**config.mk**
```make
export PLATFORM = sky130hd
export DESIGN_NAME = mem_access_unit
export DESIGN_NICKNAME = d
export VERILOG_FILES = /design/src/rtl/mem_access_unit.sv
export SDC_FILE = /design/constraint.sdc
export NUM_CORES = 1
export LEC_CHECK = 0
export ABC_AREA = 1
export BUFFER_PORTS_ARGS = -buffer_cell sky130_fd_sc_hd__buf_2
export CORE_MARGIN = 2
export CORE_UTILIZATION = 50
export DETAILED_ROUTE_END_ITERATION = 6
export MAX_ROUTING_LAYER = met4
export PLACE_DENSITY = 0.93
export SLEW_MARGIN = 20
export SYNTH_ARGS = -nofsm -noshare
export SYNTH_HDL_FRONTEND = slang
export SYNTH_SLANG_ARGS = --single-unit
```
**constraint.sdc**
```tcl
create_clock -name clk_i -period 2.95 [get_ports clk_i]
set_input_delay 0.7375 -clock clk_i [delete_from_list [all_inputs] [get_ports clk_i]]
set_output_delay 0.7375 -clock clk_i [all_outputs]
set_load 0.05 [all_outputs]
```
**src/rtl/mem_access_unit.sv**
```systemverilog
// MEM-stage data-memory sequencer: turns EX/MEM load/store requests into a req/ack
// transaction and holds the pipeline until the access completes, times out or is rejected.
module mem_access_unit #(
  parameter int TIMEOUT_CYC = 16
) (
  input  logic        clk_i,
  input  logic        rst_n_i,
  input  logic        MemRead_i,
  input  logic        MemWrite_i,
  input  logic [31:0] Addr_i,
  input  logic [31:0] WrData_i,
  output logic        stall_o,
  output logic [31:0] RdData_o,
  output logic        rd_valid_o,
  output logic        err_o,
  output logic        mem_req_o,
  output logic        mem_we_o,
  output logic [31:0] mem_addr_o,
  output logic [31:0] mem_wdata_o,
  input  logic        mem_ack_i,
  input  logic [31:0] mem_rdata_i
);

  localparam int CNT_W = (TIMEOUT_CYC > 2) ? $clog2(TIMEOUT_CYC) : 1;
  localparam logic [CNT_W-1:0] CNT_MAX = CNT_W'(TIMEOUT_CYC - 1);
  localparam logic [CNT_W-1:0] CNT_ONE = CNT_W'(1);

  typedef enum logic [1:0] {
    IDLE = 2'd0,
    BUSY = 2'd1,
    DONE = 2'd2
  } state_t;

  state_t           state_q, state_d;
  logic [CNT_W-1:0] cnt_q, cnt_d;
  logic [31:0]      rd_data_q, rd_data_d;
  logic             rd_valid_q, rd_valid_d;
  logic             err_q, err_d;
  logic             req_q, req_d;
  logic             we_q, we_d;
  logic [31:0]      addr_q, addr_d;
  logic [31:0]      wdata_q, wdata_d;
  logic             access;
  logic             aligned;
  logic             stall;

  assign access  = MemRead_i | MemWrite_i;
  assign aligned = (Addr_i[1:0] == 2'b00);

  always_ff @(posedge clk_i or negedge rst_n_i) begin
    if (!rst_n_i) begin
      state_q    <= IDLE;
      cnt_q      <= '0;
      rd_data_q  <= '0;
      rd_valid_q <= 1'b0;
      err_q      <= 1'b0;
      req_q      <= 1'b0;
      we_q       <= 1'b0;
      addr_q     <= '0;
      wdata_q    <= '0;
    end else begin
      state_q    <= state_d;
      cnt_q      <= cnt_d;
      rd_data_q  <= rd_data_d;
      rd_valid_q <= rd_valid_d;
      err_q      <= err_d;
      req_q      <= req_d;
      we_q       <= we_d;
      addr_q     <= addr_d;
      wdata_q    <= wdata_d;
    end
  end

  // rd_valid/err are one-cycle pulses that exist only while in DONE.
  always_comb begin
    state_d    = state_q;
    cnt_d      = cnt_q;
    rd_data_d  = rd_data_q;
    rd_valid_d = 1'b0;
    err_d      = 1'b0;
    req_d      = req_q;
    we_d       = we_q;
    addr_d     = addr_q;
    wdata_d    = wdata_q;
    stall      = 1'b0;

    case (state_q)
      IDLE: begin
        stall = access;
        if (access) begin
          if (aligned) begin
            addr_d  = Addr_i;
            wdata_d = WrData_i;
            we_d    = MemWrite_i;
            req_d   = 1'b1;
            cnt_d   = '0;
            state_d = BUSY;
          end else begin
            err_d   = 1'b1;
            state_d = DONE;
          end
        end
      end
      BUSY: begin
        stall = 1'b1;
        // An ack arriving on the limit cycle still completes the access.
        if (mem_ack_i) begin
          req_d   = 1'b0;
          state_d = DONE;
          if (!we_q) begin
            rd_data_d  = mem_rdata_i;
            rd_valid_d = 1'b1;
          end
        end else if (cnt_q == CNT_MAX) begin
          req_d     = 1'b0;
          rd_data_d = '0;
          err_d     = 1'b1;
          state_d   = DONE;
        end else begin
          cnt_d = cnt_q + CNT_ONE;
        end
      end
      DONE: begin
        state_d = IDLE;
      end
      default: begin
        state_d = IDLE;
      end
    endcase
  end

  assign stall_o     = rst_n_i & stall;
  assign RdData_o    = rd_data_q;
  assign rd_valid_o  = rd_valid_q;
  assign err_o       = err_q;
  assign mem_req_o   = req_q;
  assign mem_we_o    = we_q;
  assign mem_addr_o  = addr_q;
  assign mem_wdata_o = wdata_q;

endmodule
```
==> PnR_summary.wiki <==
{| class="wikitable"
! Metric !! Value
|-
| Outcome || finished, final reports clean
|-
| Top-area cell type share of the netlist area || 62.3%
|-
| Fraction of final layout cells with drive strength greater than 1 || roughly 35%
|-
| Main area contributors after synthesis || sky130_fd_sc_hd__dfrtp_1 (62%), sky130_fd_sc_hd__nand2_1 (13%), sky130_fd_sc_hd__o21ai_0 (6.3%)
|-
| Most common library cell in the layout ignoring fill and taps || sky130_fd_sc_hd__buf_2
|-
| Worst stage delay on the critical path || 460 ps
|-
| Setup CP Type || reg2out
|-
| Vias in the first global route || 3366
|-
| Min Clock Period, post-route || 2330 ps
|-
| Gate count of the mapped netlist || 468
|-
| Share of flip-flops with an asynchronous set or reset after synthesis || 100%
|-
| Die ar. || 9270 sq um
|-
| Slew of the pin with the lowest slew margin || 1030 ps
|-
| Number of hold violations in the final report || 0
|-
| Peak Freq || 429 MHz
|-
| Worst path slowest cell || sky130_fd_sc_hd__dfrtp_1
|-
| Cell variety after synth || 20
|-
| Port buffer count || 201
|-
| Critical Path End Type || output port
|-
| Total clock buffers created by CTS || 9
|-
| Worst path buffer plus inverter count || 2
|-
| Total leakage power || 3.35 nW
|-
| GPL Wtd Cong || a little over 0.7
|-
| Final-report max-slew violation count || 0
|-
| Post-CTS Hold Buffers || 0
|-
| Cell Count Post-Placement || 755
|-
| Post-CTS setup buffer count || 0
|-
| Levels on crit path || 4
|-
| Area after DPL || 5300 sq um
|-
| Initial antenna violation count || 0
|-
| Dpl hpwl || 7.10 mm
|-
| Tightest hold margin || between 400 and 500 ps
|-
| Number of iterations in the first detailed-routing pass || 4
|-
| Clock Root Buffer || sky130_fd_sc_hd__clkbuf_8
|-
| I/O pin total || 202
|-
| Via count || 3631
|-
| Worst hold path type || reg2reg
|-
| Antenna-violating nets left || 0
|-
| CTS sink cnt || 106
|-
| Deepest level of the CTS H-tree || 3
|-
| Required @ worst endpoint || 2210 ps
|-
| Post-cts repair resize count || 0
|-
| Portion of the clock cycle consumed by the worst path in the final layout || 78.9%
|-
| Global routing usage summed across all routing layers || between 20% and 30%
|-
| Leading cell types in the layout, fill and taps excluded || sky130_fd_sc_hd__buf_2 (200), sky130_fd_sc_hd__nand2_1 (142), sky130_fd_sc_hd__dfrtp_1 (106)
|-
| WL final || 9.52 mm
|-
| Residual DRC count || 0
|-
| Pwr Density || 1280 nW/um^2
|-
| Data arrival at the endpoint of the critical path || 1590 ps
|-
| List of cells traversed by the critical path || nor2_4, inv_1, a21boi_0, buf_2
|-
| Wire length per cell after detailed routing || 12.3 um
|-
| Die H || 96.3 um
|-
| Area leader, netlist || sky130_fd_sc_hd__dfrtp_1
|-
| Sequential area share after synthesis || ~62%
|-
| Register clock-pin slew on the reported worst setup and hold paths || 100 ps
|-
| Number of register bits inferred by synthesis || around 110
|-
| Number of violations of the max-capacitance limit || 0
|-
| Net count reported at finish || between 700 and 800
|-
| Pre-CTS setup slack || 630 ps
|-
| Horizontal die dimension || 96.3 um
|-
| Slew headroom || a little under a third
|-
| Peak supply drop || approximately 0.79 mV
|-
| Maximum fanout along the worst path || 5
|-
| Endpoints failing setup || 0
|-
| Gr ovfl total || 0
|-
| Cell area after synthesis || 4260 sq um
|-
| Mean instance size in the synthesized netlist || around 9 sq um
|-
| Starting DRC count in detailed routing || 153
|-
| Layout area overhead || 30.0%
|-
| Clock tree from TritonCTS || done
|-
| Maximum number of pins on one net before global-route repair || 76
|-
| Count of flip-flops with a built-in enable after synthesis || 0
|-
| Number of antenna repair diodes || 0
|-
| Wire length of the first global-routing pass || 14.6 mm
|-
| Startpoint type of the worst setup path || flop
|-
| Clock tree skew after final layout || 11.7 ps
|-
| Finished Layout Cells || 771
|-
| Effective utilization at floorplan || 51.8%
|-
| Yosys Warn Count || 0
|-
| Final worst slack || 621 ps
|-
| Final total negative setup slack || 0 ps
|-
| Core outline area || 8220 sq um
|-
| Hold Crit Depth || 2
|-
| Total of fill cells in the finished design || 659
|-
| Cell depth of the worst flop-to-flop path || 5
|-
| Top Family by Delay on Critical Path || flip-flops
|-
| Number of rows in the core area || 33
|-
| Post-route cell area || 5530 sq um
|-
| Clock Tree Buf Depth || 2
|-
| Skew-Pair Late Insertion Delay || approximately 350 ps
|-
| Ratio of routed vias to standard cells || 4.71
|-
| Most common flop cell mapped by yosys || sky130_fd_sc_hd__dfrtp_1
|-
| Setup repair after global routing missed its margin || no
|-
| Post-synth net total || 570
|}
## worst paths after layout
path                            start            end  slack, ps
min in group asynchronous     rst_n_i   RdData_o[22]        500
setup reg to reg             cnt_q[0]          err_o        970
max in group asynchronous     rst_n_i  mem_addr_o[1]       1310
hold / removal              mem_req_o      mem_req_o        470
hold reg to reg             mem_req_o      mem_req_o        470
setup / recovery           state_q[1]        stall_o        620
## worst register-to-register path, cell delays in order (launching register included)
cell	delay [ps]
sky130_fd_sc_hd__dfrtp_1	420
sky130_fd_sc_hd__ha_1	230
sky130_fd_sc_hd__nand3_1	110
sky130_fd_sc_hd__nor2_1	50
sky130_fd_sc_hd__nand2_1	740
sky130_fd_sc_hd__o21ai_0	250
## stage by stage
stage | power, W | util [%]
2_1_floorplan | 0.00521 | -
3_5_place_dp | 0.00615 | 64.5
3_3_place_gp | 0.00604 | 64.5
6_report | 0.00710 | 67.4
5_1_grt | 0.00750 | 67.4
4_1_cts | 0.00716 | 67.4
## per-layer routing
| metal | vias up | global-route usage [%] | routed length [um] |
|---|---|---|---|
| met2 | 147 | 37.3 | 4780 |
| met4 | 0 | 6.67 | 114 |
| li1 | 1823 | - | - |
| met5 | - | - | 0 |
| met1 | 1649 | 24.1 | 3940 |
| met3 | 12 | 3.99 | 686 |
## synthesized netlist by cell type (5+ instances only)
| master | count |
|---|---|
| sky130_fd_sc_hd__buf_4 | 9 |
| sky130_fd_sc_hd__inv_1 | 69 |
| sky130_fd_sc_hd__buf_2 | 8 |
| sky130_fd_sc_hd__dfrtp_1 | 106 |
| sky130_fd_sc_hd__o21ai_1 | 10 |
| sky130_fd_sc_hd__nand3_1 | 43 |
| sky130_fd_sc_hd__nor2_1 | 9 |
| sky130_fd_sc_hd__clkbuf_1 | 5 |
| sky130_fd_sc_hd__nand2_1 | 142 |
| sky130_fd_sc_hd__o21ai_0 | 54 |
## kinds of logic after synthesis
| group | share of synthesized area [%] |
|---|---|
| xor+xnor | 0.206 |
| compound gates | 7.70 |
| flops | 62.3 |
| buf+inv | 9.49 |
| fa+ha+maj | 0.294 |
| simple gates | 20.0 |
## power by group
| group | switching (W) | leakage (nW) | internal (W) |
|---|---|---|---|
| Clock | 0.000493 | 0.118 | 0.000512 |
| Sequential | 0.000349 | 1.34 | 0.00207 |
| Combinational | 0.00292 | 1.89 | 0.000761 |
## layout make-up
type	instances	area, sq um	area share [%]
Clock buffer	10	138	2.49
Multi-Input combinational cell	268	1200	21.7
Inverter	71	267	4.82
Tap cell	105	131	2.37
Timing Repair Buffer	205	1050	19.0
Clock inverter	6	95.1	1.72
Sequential cell	106	2650	47.9
## state kept, by name (all words and copies together), names as in the netlist
| name | count |
|---|---|
| RdData_o | 32 |
| rd_valid_o | 1 |
| err_o | 1 |
| mem_we_o | 1 |
| mem_addr_o | 32 |
| state_q | 2 |
| mem_wdata_o | 32 |
| mem_req_o | 1 |
| cnt_q | 4 |
(Power assumes the default switching activity.)
